==> src/rtl/clk_en_gen.sv <==
// -----------------------------------------------------------------------------
// clk_en_gen
// Multi-channel fractional clock-enable generator. Each channel runs a
// phase accumulator (DDS). A channel emits a one-cycle enable strobe whenever
// its accumulator wraps, so the average strobe rate is inc / 2^ACC_W per clk.
// All strobes are in the clk domain, so no derived clock nets are needed.
//
// Increments are reprogrammed at runtime:
//   - On a disabled channel a write loads the increment immediately.
//   - On a running channel a write is parked in a pending register. It is
//     applied on the next wrap, so the period in progress always completes
//     with the old increment and no short or long period is ever produced.
//
// Parameters:
//   NCHAN  - number of independent channels (1..16)
//   ACC_W  - accumulator / increment width in bits
//   CHAN_W - width of the write channel select (2^CHAN_W >= NCHAN)
//
// Ports:
//   clk      in   system clock, the only clock of the block
//   reset_n  in   asynchronous active-low reset
//   chan_en  in   [NCHAN]  per-channel run enable
//   wr_en    in   increment write strobe (single cycle)
//   wr_chan  in   [CHAN_W] target channel; values >= NCHAN are ignored
//   wr_data  in   [ACC_W]  new increment value
//   sync_in  in   (only with CLK_EN_GEN_SYNC_EN) phase-align all channels
//   ce       out  [NCHAN]  registered one-cycle enable strobes
//   pending  out  [NCHAN]  channel holds a written increment not yet applied
//
// Build option:
//   CLK_EN_GEN_SYNC_EN - when defined, adds sync_in. An edge with sync_in=1
//   clears every enabled accumulator instead of adding, suppresses ce for
//   that edge and applies any pending increment as if the channel wrapped.
//   Without it the port does not exist and channels align only via chan_en.
// -----------------------------------------------------------------------------
module clk_en_gen #(
  parameter int NCHAN  = 4,
  parameter int ACC_W  = 24,
  parameter int CHAN_W = 2
) (
  input  logic              clk,
  input  logic              reset_n,
  input  logic [NCHAN-1:0]  chan_en,
  input  logic              wr_en,
  input  logic [CHAN_W-1:0] wr_chan,
  input  logic [ACC_W-1:0]  wr_data,
`ifdef CLK_EN_GEN_SYNC_EN
  input  logic              sync_in,
`endif
  output logic [NCHAN-1:0]  ce,
  output logic [NCHAN-1:0]  pending
);

  // Elaboration-time parameter sanity.
  if (NCHAN < 1 || NCHAN > 16) begin : g_bad_nchan
    $error("clk_en_gen: NCHAN must be in 1..16");
  end
  if ((1 << CHAN_W) < NCHAN) begin : g_bad_chan_w
    $error("clk_en_gen: CHAN_W too narrow for NCHAN");
  end

  // Phase-alignment request shared by all channels.
  logic w_sync;
`ifdef CLK_EN_GEN_SYNC_EN
  assign w_sync = sync_in;
`else
  assign w_sync = 1'b0;
`endif

  // Write decode. A select value >= NCHAN matches no channel and is dropped.
  logic [NCHAN-1:0] w_wr_hit;

  for (genvar gi = 0; gi < NCHAN; gi++) begin : g_chan

    assign w_wr_hit[gi] = wr_en && (wr_chan == CHAN_W'(gi));

    // Per-channel state.
    logic [ACC_W-1:0] r_acc;
    logic [ACC_W-1:0] r_inc;
    logic [ACC_W-1:0] r_pend_val;
    logic             r_pend;
    logic             r_ce;

    // Next-state values.
    logic [ACC_W-1:0] w_acc_nxt;
    logic [ACC_W-1:0] w_inc_nxt;
    logic [ACC_W-1:0] w_pend_val_nxt;
    logic             w_pend_nxt;
    logic             w_ce_nxt;
    logic             w_apply;

    // One extra bit holds the wrap carry; the low ACC_W bits wrap naturally.
    logic [ACC_W:0]   w_sum;
    assign w_sum = {1'b0, r_acc} + {1'b0, r_inc};

    always_comb begin
      // NOTE: every signal driven here gets a default first, so no path
      // through the branches below can leave it unassigned and infer a latch.
      w_acc_nxt      = r_acc;
      w_inc_nxt      = r_inc;
      w_pend_val_nxt = r_pend_val;
      w_pend_nxt     = r_pend;
      w_ce_nxt       = 1'b0;
      w_apply        = 1'b0;

      if (!chan_en[gi]) begin
        // Idle channel: hold phase at zero so the next enable starts with a
        // deterministic phase. A parked increment has no period to protect,
        // so it is applied right away; a fresh write takes priority over it.
        w_acc_nxt = '0;
        if (w_wr_hit[gi]) begin
          w_inc_nxt  = wr_data;
          w_pend_nxt = 1'b0;
        end else if (r_pend) begin
          w_inc_nxt  = r_pend_val;
          w_pend_nxt = 1'b0;
        end
      end else begin
        if (w_sync) begin
          // Forced phase alignment counts as a period boundary, without a strobe.
          w_acc_nxt = '0;
          w_apply   = 1'b1;
        end else begin
          w_acc_nxt = w_sum[ACC_W-1:0];
          w_ce_nxt  = w_sum[ACC_W];
          w_apply   = w_sum[ACC_W];
        end

        // The add on this edge already used the old increment; the parked
        // value takes effect for the period that starts now.
        if (w_apply && r_pend) begin
          w_inc_nxt  = r_pend_val;
          w_pend_nxt = 1'b0;
        end

        // A write on the same edge parks the new value after the old pending
        // value has been consumed above, so nothing is lost.
        if (w_wr_hit[gi]) begin
          w_pend_val_nxt = wr_data;
          w_pend_nxt     = 1'b1;
        end
      end
    end

    // NOTE: sequential state is updated with non-blocking assignments only, so
    // every register samples the pre-edge values regardless of block order.
    always_ff @(posedge clk or negedge reset_n) begin
      if (!reset_n) begin
        // NOTE: every per-channel register is reset, including the increment
        // and pending value, because inc=0 after reset is observable behaviour
        // (no strobes until software programs a channel).
        r_acc      <= '0;
        r_inc      <= '0;
        r_pend_val <= '0;
        r_pend     <= 1'b0;
        r_ce       <= 1'b0;
      end else begin
        r_acc      <= w_acc_nxt;
        r_inc      <= w_inc_nxt;
        r_pend_val <= w_pend_val_nxt;
        r_pend     <= w_pend_nxt;
        r_ce       <= w_ce_nxt;
      end
    end

    assign ce[gi]      = r_ce;
    assign pending[gi] = r_pend;

  end : g_chan

endmodule

==> config.mk <==
export PLATFORM = sky130hd
export DESIGN_NAME = clk_en_gen
export DESIGN_NICKNAME = d
export VERILOG_FILES = /design/src/rtl/clk_en_gen.sv
export SDC_FILE = /design/constraint.sdc
export NUM_CORES = 1
export LEC_CHECK = 0
export ABC_AREA = 1
export CAP_MARGIN = 20
export CORE_ASPECT_RATIO = 1.5
export CORE_MARGIN = 2
export CORE_UTILIZATION = 30
export CTS_CLUSTER_DIAMETER = 60
export CTS_CLUSTER_SIZE = 14
export DETAILED_ROUTE_END_ITERATION = 7
export DONT_BUFFER_PORTS = 1
export GPL_TIMING_DRIVEN = 0
export PLACE_DENSITY = 0.53
export SYNTH_ARGS = -nofsm -noshare
export SYNTH_HDL_FRONTEND = slang
export SYNTH_SLANG_ARGS = --single-unit
==> constraint.sdc <==
create_clock -name clk -period 4.7 [get_ports clk]
set_input_delay 0.94 -clock clk [delete_from_list [all_inputs] [get_ports clk]]
set_output_delay 0.94 -clock clk [all_outputs]
set_load 0.05 [all_outputs]
=== Word-level counts from Yosys, hierarchy flattened ===
Cells that the tools add are included.

* Mux-type cells: 40
* Eq/ne operators: 11
* Add/subtract/negate cells: 4
* Reductions and logical operators: 21

{| class="wikitable"
|+ Operators with widths
! operator !! number
|-
| 2-to-1 mux 24 bit || 20
|-
| adder 24 x 24 -> 25 bit || 4
|-
| 2-to-1 mux 1 bit || 20
|-
| AND reduction 2 bit || 8
|-
| inequality test 3 x 1 -> 1 bit (second input constant) || 4
|-
| nonzero test 3 bit || 4
|-
| logical AND 1 bit || 8
|-
| inequality test 2 x 1 -> 1 bit (second input constant) || 4
|-
| == test 2 bit (second input constant) || 2
|-
| == test 2 x 1 -> 1 bit (second input constant) || 1
|-
| logical NOT 2 bit || 1
|}

* Bits in registers: 296
* Input port bits: 33
* Word-level logic and storage cells: 96
* Output and inout bits: 8

=== Longest topological paths before layout ===
* Depth after elaboration: 6
* Depth in mapped cells: 13
* Mapped depth without buffers: 13

=== Worst setup path after synthesis ===
No wires, ideal clock.

* Path kind: input-to-reg
* Start: in wr_en
* End: reg g_chan[0].r_inc[0]
* Path buffers: 1
* Setup slack: 2692 ps
* Setup time: 66 ps
* Stages on the path: 7
* Data arrival time: 1942 ps
* Data required time: 4634 ps
* Cell sequence: inv_1 nor3_1 nand2_1 nand2_1 clkbuf_1 nand3_1 nand2_1

* Longest elaborated chain between the ends: 3

{| class="wikitable"
|+ Ends and longest elaborated chain
! item !! line !! text
|-
| start: declaration || 44 || <nowiki>input logic wr_en,</nowiki>
|-
| logical AND 1 bit * || 75 || <nowiki>assign w_wr_hit[gi] = wr_en && (wr_chan == CHAN_W'(gi));</nowiki>
|-
| nonzero test 3 bit (no line) / 2-to-1 mux 24 bit (equally long branches) || -- ||
|-
| AND reduction 2 bit (no line) / 2-to-1 mux 24 bit (equally long branches) || -- ||
|-
| end signal: assignment || 159 || <nowiki>r_inc <= w_inc_nxt;</nowiki>
|-
| end: declaration || 79 || <nowiki>logic [ACC_W-1:0] r_inc;</nowiki>
|}

Mark *: on every way between the ends. The rest lies on a longest branch, timed or not.
A chain may end at the register's enable or synchronous reset.

=== Worst setup path after layout ===
* Start: reg g_chan[3].r_inc[7]
* End: reg g_chan[3].r_inc[20]

* Longest elaborated chain between the ends: 5

{| class="wikitable"
|+ Ends and longest elaborated chain
! item !! line !! text
|-
| start: declaration || 79 ||
|-
| start signal: assignment || 159 ||
|-
| adder 24 x 24 -> 25 bit || 94 || <nowiki>assign w_sum = {1'b0, r_acc} + {1'b0, r_inc};</nowiki>
|-
| 2-to-1 mux 1 bit || 106 || <nowiki>if (!chan_en[gi]) begin</nowiki>
|-
| logical AND 1 bit || 131 || <nowiki>if (w_apply && r_pend) begin</nowiki>
|-
| inequality test 2 x 1 -> 1 bit (no line) || -- ||
|-
| AND reduction 2 bit (no line) || -- ||
|}

No other way between the ends. The select of a mux whose other input is x is not followed.

==> results.toml <==
[setup_path]
path_cells = "ha_1 > nand2_1 > nor2_1 > nand3_1 > nand2_2 > nand2_2 > nand4_4 > buf_2 > nand3_1 > nand2_1"
cp_max_fo = 10
crit_path_start_kind = "flop"
critPathBufInv = 1
path_delay_family = "simple AND/OR/NAND/NOR gates"
cp_slowest_stage_delay_ns = 0.40
worst_ep_arrival_time_ns = 2.83
worst_path_max_delay_cell = "dfrtp_1"
crit_type = "flop to flop"
cp-end-kind = "flop"
rrSetupSlack_ns = 2.37
cp_data_required_time_ns = 5.19

[clock_tree]
clock_latency_ns = 0.55
htree_levels = 1
cts_made_buffers = 26
cts-resized-gates = 0
cts_tree = "built"
cts_sinks = 296
clockRootBuffer = "clkbuf_16"
postCtsSetupRepairBufs = 0
ctsHoldBuffers = 0
path_clk_slew_ns = 0.07
clock_path_buffers = 3

[timing]
fin_skew_ns = 0.009404
final-hold-violation-count = 0
maxSlewViolCount = 0
fin_crit_sh_pct = 49.59
whs_ns = 0.08383
rsz0062_at_grt = "false"
max_clock_freq_ghz = 0.4290
relSlewSlack_pct = 46.26
setup_viol = 0
worst_pin_slew_ns = 0.7999
fin_tns_setup_ns = 0
period_needed_ns = 2.331

[detailed_routing]
firstDrtPassIters = 6
via_count = 15540
antenna_left = 0
wl_per_cell_um = 15.43
routed_via_density = 4.717
dr.first_iter.drc_count = 953
drt_wl_total_um = 50830
drc = 0

[floorplanning]
rows = 109
coreArea_um2 = 58780
start_util_pct = 30.24
die_y_um = 302.1
chipWidth_um = 202.7
ios = 41
die_area_um2 = 61250

[final_layout]
area_growth_pct = 9.644
fill_cells = 6329
drive_gt1_share_pct = 5.087
final_cells = 3294
final_core_util_pct = 33.16
final_common_cell = "nand2_1"
design_area_um2 = 19490
fin_nets = 2644
mostFrequentLayoutCells = "915 x nand2_1, 296 x dfrtp_1, 277 x inv_1, 233 x o21ai_0, 171 x nor2_1"

[synthesis]
syn_area_um2 = 17770
synth_seq_area_share_pct = 41.67
ys_warn_count = 0
postSynthAreaPerCell_um2 = 7.158
ys_seq_elements = 296
async_flop_share_pct = 100.0
netlist_instances = 2483
yosysUniqueCellTypes = 35
syn_nets = 2616
synth_edf_count = 0
synth-main-ff-cell = "dfrtp_1"

[global_routing]
antenna_found_initial = 2
grt-ovfl-total = 0
first_global_vias = 15540
grt_max_degree = 297
grt_first_pass_wirelength_um = 81350
grt.total_usage_pct = 16.74

[job]
drv_cap = 0

[power_and_ir_drop]
leakage_nw = 10.64
p_sw_mw = 4.491
pwr-share-comb_pct = 43.4
internal_power_mw = 6.121
peakVddDrop_uv = 214.6
p_seq_share_pct = 37.2
powerDensity_nw_per_um2 = 544.6
netSwitchingFraction_pct = 42.32
pwr-share-clk_pct = 19.4

[place]
place_inst = 3260
gp_congestion = 0.9129
placed_area_um2 = 18750
dp_hpwl_um = 38870
numPortBuffers = 0

[outcome]
status = "finished, final reports clean"

[worst_hold_path]
min_path_type = "input port to async pin"
[routing by layer]
metal | wire (µm) | global-route usage (%) | part of all wire, %
met5 | 13 | 0 | 0.026
met4 | 1993 | 6.587 | 3.9
met3 | 1773 | 1.735 | 3.5
met2 | 26500 | 31.91 | 52
met1 | 20560 | 19.01 | 40
[power groups by stage]
stage | Clock (mW) | Combinational (mW) | Sequential [mW]
after floorplan | 0 | 3.64 | 3.76
after global placement | 0 | 4.54 | 4.00
after detailed placement | 0 | 4.60 | 4.02
after CTS | 2.13 | 4.63 | 3.98
after global routing | 2.19 | 5.34 | 4.04
final | 2.06 | 4.61 | 3.95
[through the flow]
step,total power [mW],setup WS [ns]
after global placement,8.537,1.757
after detailed placement,8.622,1.736
after floorplan,7.399,2.692
final,10.61,2.369
after global routing,11.57,2.209
after CTS,10.73,2.333
[cell usage after synthesis, types with 6 or more instances]
library cell	number	area [µm²]
nand3_1	166	830.8
o21bai_1	12	90.09
nand2_1	915	3435
nand2_2	18	112.6
buf_4	13	97.59
buf_2	19	95.09
o21ai_0	233	1166
inv_1	277	1040
nor3_1	18	90.09
dfrtp_1	296	7407
clkbuf_1	36	135.1
nor2_1	171	641.9
nand4_1	16	100.1
and2_1	8	50.05
buf_6	10	112.6
xnor2_1	8	70.07
nor2_2	14	87.58
ha_1	96	1201
xor2_1	6	52.55
a21oi_1	112	560.5
[final timing paths]
kind,from,to,cells after the start
worst max-delay path,g_chan[3].r_inc[7],g_chan[3].r_inc[20],10
max in group asynchronous,reset_n,g_chan[2].r_acc[1],0
worst max register to register,g_chan[3].r_inc[7],g_chan[3].r_inc[20],10
min in group clk,g_chan[1].r_inc[21],g_chan[1].r_inc[21],2
worst min-delay path,reset_n,g_chan[2].r_acc[17],0
worst min register to register,g_chan[1].r_inc[21],g_chan[1].r_inc[21],2
[flip-flops by register name, summed over array words and instances (netlist names)]
name	cells
g_chan.r_acc	96
g_chan.r_inc	96
g_chan.r_pend_val	96
g_chan.r_ce	4
g_chan.r_pend	4
[logic make-up after synthesis]
kind of cell | Yosys count | share of synthesized area, %
adder cells (fa/ha/maj) | 100 | 7.208
AND/OR/NAND/NOR | 1345 | 31.30
AO/OA/AOI/OAI | 366 | 10.62
buffers and inverters | 362 | 8.517
XOR/XNOR | 14 | 0.6899
flip-flops | 296 | 41.67
[final cells by class]
class	count	area, µm²	share of cell area, %
clock buffer	28	679.4	3.486
buffer	81	459.2	2.356
antenna	1	2.502	0.01284
tap	777	972.2	4.988
multi-input combinational	1825	8853	45.43
inverter	281	1055	5.412
sequential	296	7407	38.01
clock inverter	5	60.06	0.3082
Power figures use the tool's default switching activity.
